## src/rtl/vga_sync_gen_pkg.sv

```systemverilog
// Shared VGA timing constants and sync-bit types for the scan generator and the drawers.
// Drawers size themselves from xFrameSize/yFrameSize so they cannot drift from the generator.
package vga_sync_gen_pkg;

    localparam int H_ACTIVE = 640;
    localparam int H_FP     = 16;
    localparam int H_SYNC   = 96;
    localparam int H_BP     = 48;
    localparam int H_TOTAL  = H_ACTIVE + H_FP + H_SYNC + H_BP;

    localparam int V_ACTIVE = 480;
    localparam int V_FP     = 10;
    localparam int V_SYNC   = 2;
    localparam int V_BP     = 33;
    localparam int V_TOTAL  = V_ACTIVE + V_FP + V_SYNC + V_BP;

    localparam int xFrameSize = H_ACTIVE;
    localparam int yFrameSize = V_ACTIVE;

    localparam int COORD_W = 11;
    localparam int SYNC_W  = 3;

    typedef struct packed {
        logic act;
        logic vs;
        logic hs;
    } sync_bits_t;

    // Idle (deasserted) value of the sync bundle for a given sync polarity.
    function automatic sync_bits_t sync_idle(input logic sync_active);
        sync_idle = '{act: 1'b0, vs: ~sync_active, hs: ~sync_active};
    endfunction

endpackage

```

## src/rtl/vga_sync_gen_sync_delay_line.sv

```systemverilog
// Shift register for the sync bundle: stage 0 captures on the counter edge,
// DEPTH further stages add delay to line up with downstream registered RGB.
module vga_sync_gen_sync_delay_line
    import vga_sync_gen_pkg::*;
#(
    parameter int               DEPTH     = 1,
    parameter int               WIDTH     = SYNC_W,
    parameter logic [WIDTH-1:0] RESET_VAL = '0
) (
    input  logic             clk_i,
    input  logic             rst_i,
    input  logic [WIDTH-1:0] d_i,
    output logic [WIDTH-1:0] q_o
);

    logic [WIDTH-1:0] stage_q [DEPTH+1];

    always_ff @(posedge clk_i or posedge rst_i) begin
        if (rst_i) begin
            for (int i = 0; i <= DEPTH; i++) begin
                stage_q[i] <= RESET_VAL;
            end
        end else begin
            stage_q[0] <= d_i;
            for (int i = 1; i <= DEPTH; i++) begin
                stage_q[i] <= stage_q[i-1];
            end
        end
    end

    assign q_o = stage_q[DEPTH];

endmodule

```

## src/rtl/vga_sync_gen.sv

```systemverilog
// VGA scan generator: pixelX/pixelY counters, delayed hsync/vsync/blankN and
// undelayed start-of-frame / end-of-active pulses, all driven from registers.
module vga_sync_gen #(
    parameter int   H_ACTIVE    = vga_sync_gen_pkg::H_ACTIVE,
    parameter int   H_FP        = vga_sync_gen_pkg::H_FP,
    parameter int   H_SYNC      = vga_sync_gen_pkg::H_SYNC,
    parameter int   H_BP        = vga_sync_gen_pkg::H_BP,
    parameter int   V_ACTIVE    = vga_sync_gen_pkg::V_ACTIVE,
    parameter int   V_FP        = vga_sync_gen_pkg::V_FP,
    parameter int   V_SYNC      = vga_sync_gen_pkg::V_SYNC,
    parameter int   V_BP        = vga_sync_gen_pkg::V_BP,
    parameter int   PIPE_DELAY  = 1,
    parameter logic SYNC_ACTIVE = 1'b0
) (
    input  logic        clk,
    input  logic        reset,
    output logic [10:0] pixelX,
    output logic [10:0] pixelY,
    output logic        hsync,
    output logic        vsync,
    output logic        blankN,
    output logic        startOfFrame,
    output logic        endOfActive
);
    import vga_sync_gen_pkg::*;

    localparam int LINE_TOTAL  = H_ACTIVE + H_FP + H_SYNC + H_BP;
    localparam int FRAME_LINES = V_ACTIVE + V_FP + V_SYNC + V_BP;

    localparam logic [10:0] X_LAST   = 11'(LINE_TOTAL - 1);
    localparam logic [10:0] Y_LAST   = 11'(FRAME_LINES - 1);
    localparam logic [10:0] HS_FIRST = 11'(H_ACTIVE + H_FP);
    localparam logic [10:0] HS_LAST  = 11'(H_ACTIVE + H_FP + H_SYNC - 1);
    localparam logic [10:0] VS_FIRST = 11'(V_ACTIVE + V_FP);
    localparam logic [10:0] VS_LAST  = 11'(V_ACTIVE + V_FP + V_SYNC - 1);
    localparam logic [10:0] X_ACT    = 11'(H_ACTIVE);
    localparam logic [10:0] Y_ACT    = 11'(V_ACTIVE);
    localparam logic [10:0] X_EOA    = 11'(H_ACTIVE - 1);
    localparam logic [10:0] Y_EOA    = 11'(V_ACTIVE - 1);

    if (LINE_TOTAL > 2047 || FRAME_LINES > 2047) begin : g_bad_total
        $error("vga_sync_gen: H_TOTAL/V_TOTAL exceed the 11-bit counter range");
    end
    if (PIPE_DELAY < 0 || PIPE_DELAY > 7) begin : g_bad_delay
        $error("vga_sync_gen: PIPE_DELAY must be within 0..7");
    end

    logic [10:0]       x_q, x_d, y_q, y_d;
    logic              sof_q, sof_d, eoa_q, eoa_d;
    sync_bits_t        raw_d;
    sync_bits_t        dly;
    logic [SYNC_W-1:0] dly_bits;

    always_comb begin
        x_d = x_q + 11'd1;
        y_d = y_q;
        if (x_q == X_LAST) begin
            x_d = '0;
            y_d = (y_q == Y_LAST) ? '0 : y_q + 11'd1;
        end
    end

    // Decode on the next counter values so stage 0 of the delay line
    // lands on the same edge as the counters themselves.
    always_comb begin
        raw_d.hs  = (x_d >= HS_FIRST && x_d <= HS_LAST) ? SYNC_ACTIVE : ~SYNC_ACTIVE;
        raw_d.vs  = (y_d >= VS_FIRST && y_d <= VS_LAST) ? SYNC_ACTIVE : ~SYNC_ACTIVE;
        raw_d.act = (x_d < X_ACT) && (y_d < Y_ACT);
        sof_d     = (x_d == 11'd0) && (y_d == 11'd0);
        eoa_d     = (x_d == X_EOA) && (y_d == Y_EOA);
    end

    always_ff @(posedge clk or posedge reset) begin
        if (reset) begin
            x_q   <= X_LAST;
            y_q   <= Y_LAST;
            sof_q <= 1'b0;
            eoa_q <= 1'b0;
        end else begin
            x_q   <= x_d;
            y_q   <= y_d;
            sof_q <= sof_d;
            eoa_q <= eoa_d;
        end
    end

    vga_sync_gen_sync_delay_line #(
        .DEPTH     (PIPE_DELAY),
        .WIDTH     (SYNC_W),
        .RESET_VAL (sync_idle(SYNC_ACTIVE))
    ) u_delay (
        .clk_i (clk),
        .rst_i (reset),
        .d_i   (raw_d),
        .q_o   (dly_bits)
    );

    assign dly          = dly_bits;
    assign pixelX       = x_q;
    assign pixelY       = y_q;
    assign hsync        = dly.hs;
    assign vsync        = dly.vs;
    assign blankN       = dly.act;
    assign startOfFrame = sof_q;
    assign endOfActive  = eoa_q;

endmodule

```

## config.mk

```make
export PLATFORM = sky130hd
export DESIGN_NAME = vga_sync_gen
export DESIGN_NICKNAME = d
export VERILOG_FILES = /design/src/rtl/vga_sync_gen_pkg.sv /design/src/rtl/vga_sync_gen_sync_delay_line.sv /design/src/rtl/vga_sync_gen.sv
export SDC_FILE = /design/constraint.sdc
export NUM_CORES = 1
export LEC_CHECK = 0
export ABC_AREA = 1
export ABC_CLOCK_PERIOD_IN_PS = 2300
export BUFFER_PORTS_ARGS = -buffer_cell sky130_fd_sc_hd__buf_4
export CAP_MARGIN = 20
export CORE_ASPECT_RATIO = 0.8
export CORE_UTILIZATION = 57
export DETAILED_ROUTE_END_ITERATION = 8
export PLACE_DENSITY = 0.83
export SYNTH_ARGS = -nofsm -noshare
export SYNTH_HDL_FRONTEND = slang
export SYNTH_SLANG_ARGS = --single-unit
```

## constraint.sdc

```tcl
create_clock -name clk -period 2.3 [get_ports clk]
set_input_delay 0.46 -clock clk [delete_from_list [all_inputs] [get_ports clk]]
set_output_delay 0.46 -clock clk [all_outputs]
set_load 0.005 [all_outputs]
```

==> results list <==
- Run status: finished clean
* Most used DFF post-synth: dfrtp_1
- Reg2Reg Launch Point: pixelX[1]$_DFF_PP1_
- Maximum number of pins on one net before global-route repair: 31
- The number of global-route vias before repair was 1561.
* Fin nets: 323
- After detailed routing, no signal wire sits above met4.
- The synthesized netlist contains 27 unique library cells.
- In this run the tightest slew margin relative to its limit is 76.0%.
- CTS tree: done
* Data arrival time of the worst path: 2.38 ns
* Cell taking the most area after synthesis: dfrtp_1
- Total routing resource utilization after global routing: 28.4%
- Combinational cells account for 1.2% of the total power.
* Post-place instance area: 2240 um2
- In this run, post-CTS hold repair placed 0 buffers.
- Average instance area after synthesis: 7.16 um2
- Number of CTS-inserted buffers: 5
* Cell count after synthesis: 276
- Number of I/O pins: 29
- Total number of placement rows: 18
- Metal-1 WL: 2.26 mm
- The number of failing hold endpoints at the final stage was 0.
* Endpoint of the worst-slack reg-to-reg timing path: startOfFrame$_DFF_PP0_
* Clock latency on the worst-skew pair: 0.29 ns
- Across the run, the number of max-cap violations was 0.
- Largest buffer count on any clock path: 2
- After clock tree synthesis, the clock-pin slew on the worst setup and hold paths is 0.07 ns.
- Clock power share: 44.8%
* Portion of the clock cycle consumed by the worst path in the final layout: 94.3%
- Routability congestion estimate: 0.913
* Maximum achievable frequency: 0.461 GHz
- Worst ir drop on vdd: 0.431 mV
- Measured in cells, the most critical reg-to-reg path has a length of 12.
- Half-perimeter wire length after placement: 3.63 mm
* Initial antenna violation count: 0
* H-Tree Level Count: 2
- Vertical extent of the die: 54.7 um
- Fin util: 74.1%
- The max-slew violation total from the final report was 0.
- Data on the critical path is required at its endpoint by 2.51 ns.
- Of the post-synthesis cell area, the dominant cell type holds 20.3%.
- The filler cells instantiated in the layout total 246.
- Net switching is 21.4% of the power.
- The first global-routing pass estimated 7.45 mm of wire.
- The path class of the tightest hold or removal check is in -> async.
- Dividing the detail-routed wire length by the instance count gives 13.5 um.
- Share of post-route cells with drive strength above 1: 29.6%
- Summed over all nets, the switching power comes to 210 uW.
- The worst path in the final design needs a cycle of 2.17 ns, including I/O delays and setup.
* Post-synthesis sequential area ratio: 38.9%
* Die boundary width: 67.8 um
- Worst-margin pin slew: 0.360 ns
* Crit. End Element: flip-flop
* Commonest cells post-synth: 70 x nand2_1, 46 x inv_1, 37 x nor2_1
* Post-Synthesis Cell Area: 1980 um2
- Dividing total power by cell area gives a power density of 414 nW/um2.
* TritonCTS Sinks: 30
- Register bit total from synthesis: 30
- Summed over all layers, the global routing overflow is 0.
- The repair_antennas step left the layout with diodes totalling 0.
* Category of the critical setup timing path: reg -> reg
* Number of nets in the synthesized netlist: 282
- After detailed routing, the number of vias per cell comes to 5.25.
* Drt drc: 0
- Final setup skew: 0.00949 ns
- Total length of routed wires: 4.83 mm
- Overall die area: 3710 um2
- Layout overhead on the synthesized area: 19.9%
- By area the synthesized netlist is led by dfrtp_1 20%, dfstp_2 19%, nand2_1 13%, inv_1 8.7%, nor2_1 7.0%.
* Leak pwr: 1.26 nW
- Length of routed met3 wiring: 374 um
* Area inside the core boundary: 3200 um2
- Internal power comes to 771 uW.
- The detailed router finished its first iteration with 128 violations.
* Number of detailed-routing iterations run before antenna repair: 5
* Yosys warnings: 0
- Worst-path maximum fanout: 9
* Cell with the most instances after synthesis: nand2_1
- The tree is rooted in a clkbuf_8.
* Starting Density: 61.8%
- For this block, the via count after detailed routing is 1878.
* Proportion of register bits with asynchronous set or reset after synthesis: 100%
- Critical Path Start Type: flip-flop
- In this run the register-to-register setup slack is 0.13 ns.
- After routing the design area is 2370 um2.
* Antenna Violating Nets Remaining: 0
- In this run, flip-flops and latches consume 53.9% of the power.
- After detailed routing, the met2 layer carries 2.14 mm of wire.
- Pwr Total: 981 uW
- Setup violations remaining at the end of the flow were counted as 0.
- Counting flops with a built-in enable in the synthesized netlist gives 0.
- Input and output buffers added on the ports amount to 28.
metal layers:
layer / GRT usage [%] / vias up
li1: - / 930
met1: 41.5 / 858
met2: 40.8 / 83
met3: 6.88 / 7
met4: 9.03 / 0
met5: 0 / -
critical path, cell delays in order (launching register included):
cell	delay (ns)
dfstp_2	0.57
ha_1	0.26
nand4_2	0.18
nor2_4	0.22
buf_4	0.21
nand2_1	0.07
nand2_1	0.09
nand2_2	0.08
nand2_2	0.09
nand2_1	0.05
nor2_1	0.09
nand2_1	0.06
nor2_1	0.12
worst max-delay path by stage:
stage | startpoint | to
2_1_floorplan | pixelX[0]$_DFF_PP1_ | endOfActive$_DFF_PP0_
3_3_place_gp | pixelX[1]$_DFF_PP1_ | startOfFrame$_DFF_PP0_
3_5_place_dp | pixelX[1]$_DFF_PP1_ | startOfFrame$_DFF_PP0_
4_1_cts | pixelX[1]$_DFF_PP1_ | u_delay.stage_q[5]$_DFF_PP0_
5_1_grt | pixelX[1]$_DFF_PP1_ | startOfFrame$_DFF_PP0_
6_report | pixelX[1]$_DFF_PP1_ | startOfFrame$_DFF_PP0_
cells in the final DEF (no fill, tap or decap), types with 4 or more instances in the layout:
master,n
ha_1,4
nor2_1,37
clkbuf_8,6
dfrtp_1,16
inv_2,7
nand4_1,6
nor3_1,5
nor2_4,4
inv_1,46
dfstp_2,14
nand2_1,70
buf_4,36
nand3_1,24
nand2_2,17
xor2_1,6
registers in the layout, summed over array words and instances (netlist names):
signal           count
pixelX              11
pixelY              11
u_delay.q_o          3
u_delay.stage_q      3
endOfActive          1
startOfFrame         1
area by class of cell:
type / count / area, um2 / area share [%]
Sequential cell: 30 / 768 / 32.4
Timing Repair Buffer: 36 / 270 / 11.4
Multi-Input combinational cell: 191 / 988 / 41.7
Inverter: 53 / 199 / 8.39
Clock inverter: 2 / 12.5 / 0.528
Tap cell: 40 / 50.0 / 2.11
Clock buffer: 6 / 82.6 / 3.48
cell families after synthesis:
family	share of synthesized area (%)
adder cells (fa/ha/maj)	2.53
buffers and inverters	11.4
AO/OA/AOI/OAI	2.09
AND/OR/NAND/NOR	41.2
XOR/XNOR	3.92
flip-flops	38.9
metrics by stage:
stage          setup TNS, ns  setup slack, ns  std cells  hold WS [ns]
2_1_floorplan              0            0.453        276         0.331
3_3_place_gp               0            0.242        346         0.334
3_5_place_dp               0            0.124        346         0.340
4_1_cts                    0           0.0903        354         0.245
5_1_grt            -0.000259        -0.000259        358         0.291
6_report                   0            0.130        358         0.231
timing repair:
action | in CTS | in global routing
setup endpoints to repair | 0 | 3
buffers inserted | 0 | 4
resized for setup | 0 | 1
power groups by stage:
stage	logic, mW	registers (mW)	clock network [mW]
after floorplan	0.00759	0.538	0
after global placement	0.0130	0.538	0
after detailed placement	0.0128	0.538	0
after CTS	0.0129	0.529	0.453
after global routing	0.0146	0.529	0.470
final	0.0120	0.529	0.440
No activity file was read; power rests on OpenSTA's default activity.
